===== src/rtl/man_enc_frame.sv =====
// man_enc_frame -- framed Manchester encoder.
//
// Accepts one DATA_W-bit payload through a valid/ready handshake and sends
// it as an optional preamble of PRE_BITS ones followed by the payload, each
// bit split into two half-bits of HALF_DIV clock cycles. The line output is
// taken straight from a flop so it never glitches.
//
// Ports:
//   clk       in   single clock, all state changes on its rising edge
//   rst_n     in   synchronous active-low reset
//   in_valid  in   in_data holds a frame to send
//   in_ready  out  block is idle and will accept a frame this cycle
//   in_data   in   payload, captured on acceptance
//   out_data  out  registered Manchester line output
//   busy      out  frame in progress (preamble or payload)
//   done      out  one-cycle pulse in the first idle cycle after a frame
module man_enc_frame #(
  parameter int DATA_W    = 8,
  parameter int HALF_DIV  = 4,
  parameter int PRE_BITS  = 0,
  parameter int POLARITY  = 0,
  parameter int MSB_FIRST = 1,
  parameter int IDLE_LVL  = 0
) (
  input  logic              clk,
  input  logic              rst_n,
  input  logic              in_valid,
  output logic              in_ready,
  input  logic [DATA_W-1:0] in_data,
  output logic              out_data,
  output logic              busy,
  output logic              done
);

  localparam int HC_W = $clog2(HALF_DIV + 1);
  // Wide enough for the largest bit count (32 payload bits).
  localparam int BC_W = 6;

  localparam logic [HC_W-1:0] HALF_LAST = HC_W'(HALF_DIV - 1);
  // Only used when PRE_BITS > 0; clamp so the constant stays well formed.
  localparam logic [BC_W-1:0] PRE_LAST  = BC_W'((PRE_BITS > 0) ? (PRE_BITS - 1) : 0);
  localparam logic [BC_W-1:0] DATA_LAST = BC_W'(DATA_W - 1);
  localparam logic            POL_BIT   = 1'(POLARITY);
  localparam logic            IDLE_BIT  = 1'(IDLE_LVL);

  typedef enum logic [1:0] {
    S_IDLE = 2'd0,
    S_PRE  = 2'd1,
    S_DATA = 2'd2
  } state_t;

  // Line level for one half of a bit: a one is high-then-low at polarity 0.
  function automatic logic enc_half(input logic bit_v, input logic second_half);
    return bit_v ^ second_half ^ POL_BIT;
  endfunction

  // Bit of a payload word that goes out next in the configured order.
  function automatic logic first_bit(input logic [DATA_W-1:0] vec);
    if (MSB_FIRST != 0) begin
      return vec[DATA_W-1];
    end else begin
      return vec[0];
    end
  endfunction

  state_t              r_state;
  logic [DATA_W-1:0]   r_shift;
  logic [HC_W-1:0]     r_half_cnt;
  logic                r_half_flag;
  logic [BC_W-1:0]     r_bit_cnt;
  logic                r_out;
  logic                r_busy;
  logic                r_done;

  state_t              w_state_nxt;
  logic [DATA_W-1:0]   w_shift_nxt;
  logic [HC_W-1:0]     w_half_cnt_nxt;
  logic                w_half_flag_nxt;
  logic [BC_W-1:0]     w_bit_cnt_nxt;
  logic                w_out_nxt;
  logic                w_done_nxt;
  logic                w_busy_nxt;

  logic [DATA_W-1:0]   w_shifted;
  logic                w_cur_bit;
  logic                w_half_end;

  // Payload after dropping the bit just sent.
  assign w_shifted  = (MSB_FIRST != 0) ? (r_shift << 1) : (r_shift >> 1);
  assign w_cur_bit  = (r_state == S_PRE) ? 1'b1 : first_bit(r_shift);
  assign w_half_end = (r_half_cnt == HALF_LAST);

  // Next-state, counter and line-level decode.
  always_comb begin
    w_state_nxt     = r_state;
    w_shift_nxt     = r_shift;
    w_half_cnt_nxt  = r_half_cnt;
    w_half_flag_nxt = r_half_flag;
    w_bit_cnt_nxt   = r_bit_cnt;
    w_out_nxt       = r_out;
    w_done_nxt      = 1'b0;
    case (r_state)
      S_IDLE: begin
        w_half_cnt_nxt  = {HC_W{1'b0}};
        w_half_flag_nxt = 1'b0;
        w_bit_cnt_nxt   = {BC_W{1'b0}};
        if (in_valid) begin
          // First half-bit is loaded here so it shows one cycle after accept.
          w_shift_nxt = in_data;
          w_state_nxt = (PRE_BITS > 0) ? S_PRE : S_DATA;
          w_out_nxt   = (PRE_BITS > 0) ? enc_half(1'b1, 1'b0)
                                       : enc_half(first_bit(in_data), 1'b0);
        end else begin
          w_state_nxt = S_IDLE;
          w_out_nxt   = IDLE_BIT;
        end
      end
      S_PRE, S_DATA: begin
        if (!w_half_end) begin
          w_half_cnt_nxt = r_half_cnt + HC_W'(1);
        end else if (!r_half_flag) begin
          // Mid-bit: move to the second half of the same bit.
          w_half_cnt_nxt  = {HC_W{1'b0}};
          w_half_flag_nxt = 1'b1;
          w_out_nxt       = enc_half(w_cur_bit, 1'b1);
        end else begin
          // Bit boundary: advance to the next bit, section or idle.
          w_half_cnt_nxt  = {HC_W{1'b0}};
          w_half_flag_nxt = 1'b0;
          if (r_state == S_PRE) begin
            if (r_bit_cnt == PRE_LAST) begin
              w_state_nxt   = S_DATA;
              w_bit_cnt_nxt = {BC_W{1'b0}};
              w_out_nxt     = enc_half(first_bit(r_shift), 1'b0);
            end else begin
              w_bit_cnt_nxt = r_bit_cnt + BC_W'(1);
              w_out_nxt     = enc_half(1'b1, 1'b0);
            end
          end else begin
            if (r_bit_cnt == DATA_LAST) begin
              w_state_nxt   = S_IDLE;
              w_bit_cnt_nxt = {BC_W{1'b0}};
              w_out_nxt     = IDLE_BIT;
              w_done_nxt    = 1'b1;
            end else begin
              w_bit_cnt_nxt = r_bit_cnt + BC_W'(1);
              w_shift_nxt   = w_shifted;
              w_out_nxt     = enc_half(first_bit(w_shifted), 1'b0);
            end
          end
        end
      end
      default: begin
        w_state_nxt     = S_IDLE;
        w_half_cnt_nxt  = {HC_W{1'b0}};
        w_half_flag_nxt = 1'b0;
        w_bit_cnt_nxt   = {BC_W{1'b0}};
        w_out_nxt       = IDLE_BIT;
      end
    endcase
    w_busy_nxt = (w_state_nxt != S_IDLE);
  end

  // State, datapath and output registers with synchronous reset.
  always_ff @(posedge clk) begin
    if (!rst_n) begin
      r_state     <= S_IDLE;
      r_shift     <= {DATA_W{1'b0}};
      r_half_cnt  <= {HC_W{1'b0}};
      r_half_flag <= 1'b0;
      r_bit_cnt   <= {BC_W{1'b0}};
      r_out       <= IDLE_BIT;
      r_busy      <= 1'b0;
      r_done      <= 1'b0;
    end else begin
      r_state     <= w_state_nxt;
      r_shift     <= w_shift_nxt;
      r_half_cnt  <= w_half_cnt_nxt;
      r_half_flag <= w_half_flag_nxt;
      r_bit_cnt   <= w_bit_cnt_nxt;
      r_out       <= w_out_nxt;
      r_busy      <= w_busy_nxt;
      r_done      <= w_done_nxt;
    end
  end

  assign in_ready = (r_state == S_IDLE);
  assign out_data = r_out;
  assign busy     = r_busy;
  assign done     = r_done;

endmodule


===== config.mk =====
export PLATFORM = sky130hd
export DESIGN_NAME = man_enc_frame
export DESIGN_NICKNAME = d
export VERILOG_FILES = /design/src/rtl/man_enc_frame.sv
export SDC_FILE = /design/constraint.sdc
export NUM_CORES = 1
export LEC_CHECK = 0
export CELL_PAD_IN_SITES_DETAIL_PLACEMENT = 1
export CELL_PAD_IN_SITES_GLOBAL_PLACEMENT = 2
export CORE_MARGIN = 2
export CORE_UTILIZATION = 30
export CTS_CLUSTER_SIZE = 25
export DETAILED_ROUTE_END_ITERATION = 10
export PLACE_DENSITY = 0.8
export SLEW_MARGIN = 30
export SYNTH_ARGS = -nofsm -noshare
export SYNTH_HDL_FRONTEND = slang
export SYNTH_SLANG_ARGS = --single-unit

===== constraint.sdc =====
create_clock -name clk -period 4.1 [get_ports clk]
set_input_delay 0.82 -clock clk [delete_from_list [all_inputs] [get_ports clk]]
set_output_delay 0.82 -clock clk [all_outputs]
set_load 0.01 [all_outputs]

======== Word level (Yosys, flattened, before mapping) ========
Index checks and enable logic that the tools add are counted.
cells by class
  muxes and demuxes ....................... 26
  reductions and logical operators ........ 10
  add/sub/neg operators ................... 2
  bitwise operators ....................... 5
  eq/ne operators ......................... 9
operator list
  kind                                                 count
  2-to-1 mux 8 bit                                     5
  2-to-1 mux 6 bit                                     3
  one-hot mux 8 bit (2 select lines)                   1
  2-to-1 mux 2 bit                                     6
  != test 2 bit, second input constant                 5
  2-to-1 mux 1 bit                                     9
  adder 6 x 1 -> 6 bit, second input constant          1
  equality test 6 x 3 -> 1 bit, second input constant  1
  zero test 6 bit                                      1
  AND reduction 6 bit                                  1
  NOT 1 bit                                            5
  OR reduction 5 bit                                   1
  one-hot mux 2 bit (2 select lines)                   1
  AND reduction 2 bit                                  2
  nonzero test 2 bit                                   2
  adder 3 x 1 -> 3 bit, second input constant          1
  equality test 3 x 2 -> 1 bit, second input constant  1
  OR reduction 3 bit                                   1
  equality test 2 x 1 -> 1 bit, second input constant  1
  equality test 2 bit, second input constant           1
  zero test 2 bit                                      1
  one-hot mux 1 bit (2 select lines)                   1
  OR reduction 2 bit                                   1
word-level totals
  bits of input ports ..................... 11
  output and inout bits ................... 4
  word-level logic and storage cells ...... 60
  register bits ........................... 23

======== Longest topological paths before layout ========
  depth in word-level cells ............... 7
  mapped depth ............................ 8
  mapped depth without buffers ............ 6

======== Worst setup path before layout ========
OpenSTA, ideal clock, no wires.
  path kind ............................... input port to flip-flop
  from .................................... input port in_valid
  to ...................................... register r_shift[6]
  required time ........................... 3,981 ps
  data arrival time ....................... 1,549 ps
  setup slack ............................. 2,432 ps
  setup time .............................. 119 ps
  buffers on the path ..................... 0
  stages .................................. 4
  path through ............................ inv_1 -> a221oi_4 -> nand2_2 -> o221a_2
between the ends
  word-level cells in the longest chain between the ends .. 2
ends and longest elaborated chain
  item                                  RTL line  RTL
  from (decl)                           27        input logic in_valid,
  != test 2 bit (no source line)        n/a
  AND reduction 6 bit (no source line)  n/a
  to (signal assigned)                  168       r_shift <= {DATA_W{1'b0}};
  to (signal assigned)                  177       r_shift <= w_shift_nxt;
  to (decl)                             67        logic [DATA_W-1:0] r_shift;
No other way between the ends.
A chain may end at the register's enable or synchronous reset.

======== Final worst setup path ========
  from .................................... register r_state[1]
  to ...................................... output port in_ready
between the ends
  word-level cells in the longest chain between the ends .. 1
ends and longest elaborated chain
  item                    RTL line  RTL
  from (decl)             66        state_t r_state;
  from (signal assigned)  176       r_state <= w_state_nxt;
  zero test 2 bit         187       assign in_ready = (r_state == S_IDLE);
  to (decl)               28        output logic in_ready,
No other way between the ends.

==> results_dict.tcl <==
set metrics [dict create \
    synth_cell_types 45 \
    grt_pass1_wl_um 4740 \
    max_freq_mhz 367 \
    grt.total_usage_pct 13.8 \
    synth_xor_area_share_pct 2.15 \
    tightest_slew_ns 0.628 \
    cts_resized 0 \
    worstSetupPathType "reg2out" \
    first_iter_violations 51 \
    max_stage_delay_ns 0.66 \
    synth_compound_area_share_pct 26.5 \
    synth_flop_cell "dfxtp_1" \
    reg2reg_depth 5 \
    finalCritPeriodShare_pct 66.5 \
    wl_um 2790 \
    wl_per_cell_um 14.5 \
    power-per-cell-area_nw_per_um2 318 \
    timing.final.ws_setup_ns 1.37 \
    ant_nets 0 \
    critPathCaptureType "output port" \
    fillCellCount 473 \
    worstHoldPathType "reg2reg" \
    dieArea_sq_um 4610 \
    whs_path_depth 1 \
    num_rows 23 \
    slew_headroom_pct 58.1 \
    coreArea_sq_um 3970 \
    vias 997 \
    ctsLongestPathBuffers 2 \
    clock_tree.root_cell "clkbuf_8" \
    whs_endpoint "r_half_cnt[0]" \
    ctsHtreeMaxLevel 1 \
    cp.required_ns 3.28 \
    area_growth_syn_to_layout_pct 17.9 \
    ys_warn_count 0 \
    ys_ff_latch 23 \
    synth-seq-area-share_pct 37.6 \
    skew_ns 0.00227 \
    cp.arrival_ns 1.91 \
    grt_max_degree 17 \
    layout-drive-gt1-share_pct 14.1 \
    dp_cells 188 \
    vdd_drop_max_mv 0.0992 \
    synthCells 129 \
    fin_cells 192 \
    hold_start "r_half_cnt[0]" \
    drc 0 \
    first_global_vias 1003 \
    io_pins 15 \
    synth_area_sq_um 1220 \
    synth.area.mux_share_pct 0.818 \
    async_flop_share_pct 0 \
    n_antenna_cell 0 \
    r2r-end "r_shift[7]" \
    die_h_um 67.9 \
    hold_viol_final 0 \
    synth_edf_count 0 \
    rrSetupSlack_ns 1.91 \
    start_util_pct 30.8 \
    cp-start-kind "flop" \
    avgSynthCellArea_sq_um 9.49 \
    grt_overflow 0 \
    pre_cts_ws_ns 1.67 \
    drt-pass1-iter-count 4 \
    synthSimpleGateAreaFrac_pct 21.0 \
    numClockSinks 23 \
    viasPerCell 5.19 \
    critPathBufInv 2 \
    whs_ns 0.432 \
    status "finished clean" \
    cts.clk_slew.worst_paths_ns 0.08 \
    setup_tns_ns 0 \
    timing.rr.start "r_state[1]" \
    antenna_found_initial 0 \
    synth_top_family_by_area "compound AO/OA/AOI/OAI gates" \
    slowest_stage "clkdlybuf4s50_1" \
    ctsHoldBuffers 0 \
    multiInputGateArea_sq_um 704 \
    die_x_um 67.9 \
    rsz0062_at_grt "no" \
    cts_tree "built" \
    synth-adder-area-share_pct 7.16 \
    cap_violations 0 \
    cts_setup_buffers 0 \
    crit_fanout 14 \
    globalplace.congestion 0.762 \
    clkLatencyLatePin_ns 0.26 \
    total_power_w 0.000459 \
    io_buffers 14 \
    fin_nets 161 \
    path_cells "inv_1 -> ha_1 -> clkdlybuf4s50_1" \
    seqCellArea_sq_um 460 \
    cts_buffers 3 \
    setup_viol 0 \
    cp_top_family "buffers and inverters" \
    min_period_ns 2.73 \
    leakage_nw 0.568 \
    synth_nets 147 \
    hpwlAfterDp_um 2110 \
    maxSlewViolCount 0 \
]
==> cells in the final DEF, fill, tap and decap left out, types with 2 or more instances in the layout <==
cell type and n:
dfxtp_1 23, nor2_1 14, clkdlybuf4s50_1 14, nand2_1 8, inv_1 7, o221a_2 7
ha_1 7, a2bb2oi_1 6, a21oi_1 6, nand3_1 5, nor3_1 4, o21ai_0 3
clkbuf_8 3, and3b_1 2, nand4b_1 2, xnor2_1 2
==> synthesized netlist by cell type, drive strengths merged (2+ instances only) <==
| library cell | number | area share (%) |
|---|---|---|
| a21oi | 6 | 2.5 |
| a2bb2oi | 6 | 4.3 |
| and2 | 2 | 1.1 |
| and3b | 2 | 1.4 |
| buf | 4 | 2.0 |
| dfxtp | 23 | 38 |
| ha | 7 | 7.2 |
| inv | 7 | 2.1 |
| nand2 | 10 | 3.9 |
| nand3 | 5 | 2.0 |
| nand4b | 2 | 1.4 |
| nor2 | 14 | 4.3 |
| nor3 | 5 | 3.0 |
| o211a | 2 | 2.2 |
| o21ai | 4 | 1.9 |
| o221a | 7 | 6.4 |
| o311ai | 2 | 1.4 |
| or3 | 2 | 1.1 |
| xnor2 | 2 | 1.4 |
==> logic make-up after synthesis <==
family                     Yosys count
DFF                                 23
buffers and inverters               13
adders and majority gates            7
AOI/OAI and AO/OA                   36
muxes                                1
and+or+nand+nor                     46
xor gates and xnor gates             3
==> power breakdown <==
group | total (W) | internal [W] | switching, W
Sequential | 0.000242 | 0.000235 | 0.00000757
Combinational | 0.0000733 | 0.0000400 | 0.0000333
Clock | 0.000143 | 0.0000694 | 0.0000740
Total | 0.000459 | 0.000344 | 0.000115
==> worst register-to-register path: cells and delay by family (launching register included) <==
| family | cells | cell delay [ns] |
|---|---|---|
| AO/OA/AOI/OAI | 2 | 0.53 |
| adder cells (fa/ha/maj) | 1 | 0.67 |
| buffers and inverters | 2 | 0.50 |
| flip-flops | 1 | 0.38 |
==> registers in the layout, summed over array words and instances, names as in the netlist <==
name	count
r_shift	8
out_data	1
done	1
r_half_flag	1
r_state	2
r_half_cnt	3
r_bit_cnt	6
busy	1
==> through the flow <==
stage / utilization (%) / cell area [sq um]
after CTS: 36.3 / 1440
after global routing: 36.3 / 1440
after floorplan: - / 1220
after detailed placement: 35.2 / 1400
final: 36.3 / 1440
after global placement: 35.2 / 1400
==> how the worst max path moves through the flow <==
stage / startpoint / endpoint / cells after the start
finish: r_state[1] / in_ready / 3
global route: r_state[1] / in_ready / 3
CTS: r_state[1] / in_ready / 3
detailed placement: r_state[1] / in_ready / 3
global placement: r_state[1] / in_ready / 3
floorplan: in_valid / r_shift[6] / 4
==> routing by layer <==
layer / global-route usage (%) / share of wire, % / vias to the layer above / wire length, um
met5: 0 / 0 / - / 0
met4: 6.00 / 1.8 / 0 / 51
met3: 2.96 / 2.7 / 4 / 74
met2: 21.3 / 42 / 11 / 1170
met1: 18.4 / 53 / 477 / 1490
li1: - / - / 505 / -
==> final cells by class <==
class	instances	share of cell area [%]
well taps	50	4.34
repair buffers	14	9.71
flip-flops and latches	23	31.9
inverters	8	2.08
clock buffers	4	3.12
multi-input cells	93	48.8
No activity file was read; power rests on OpenSTA's default activity.
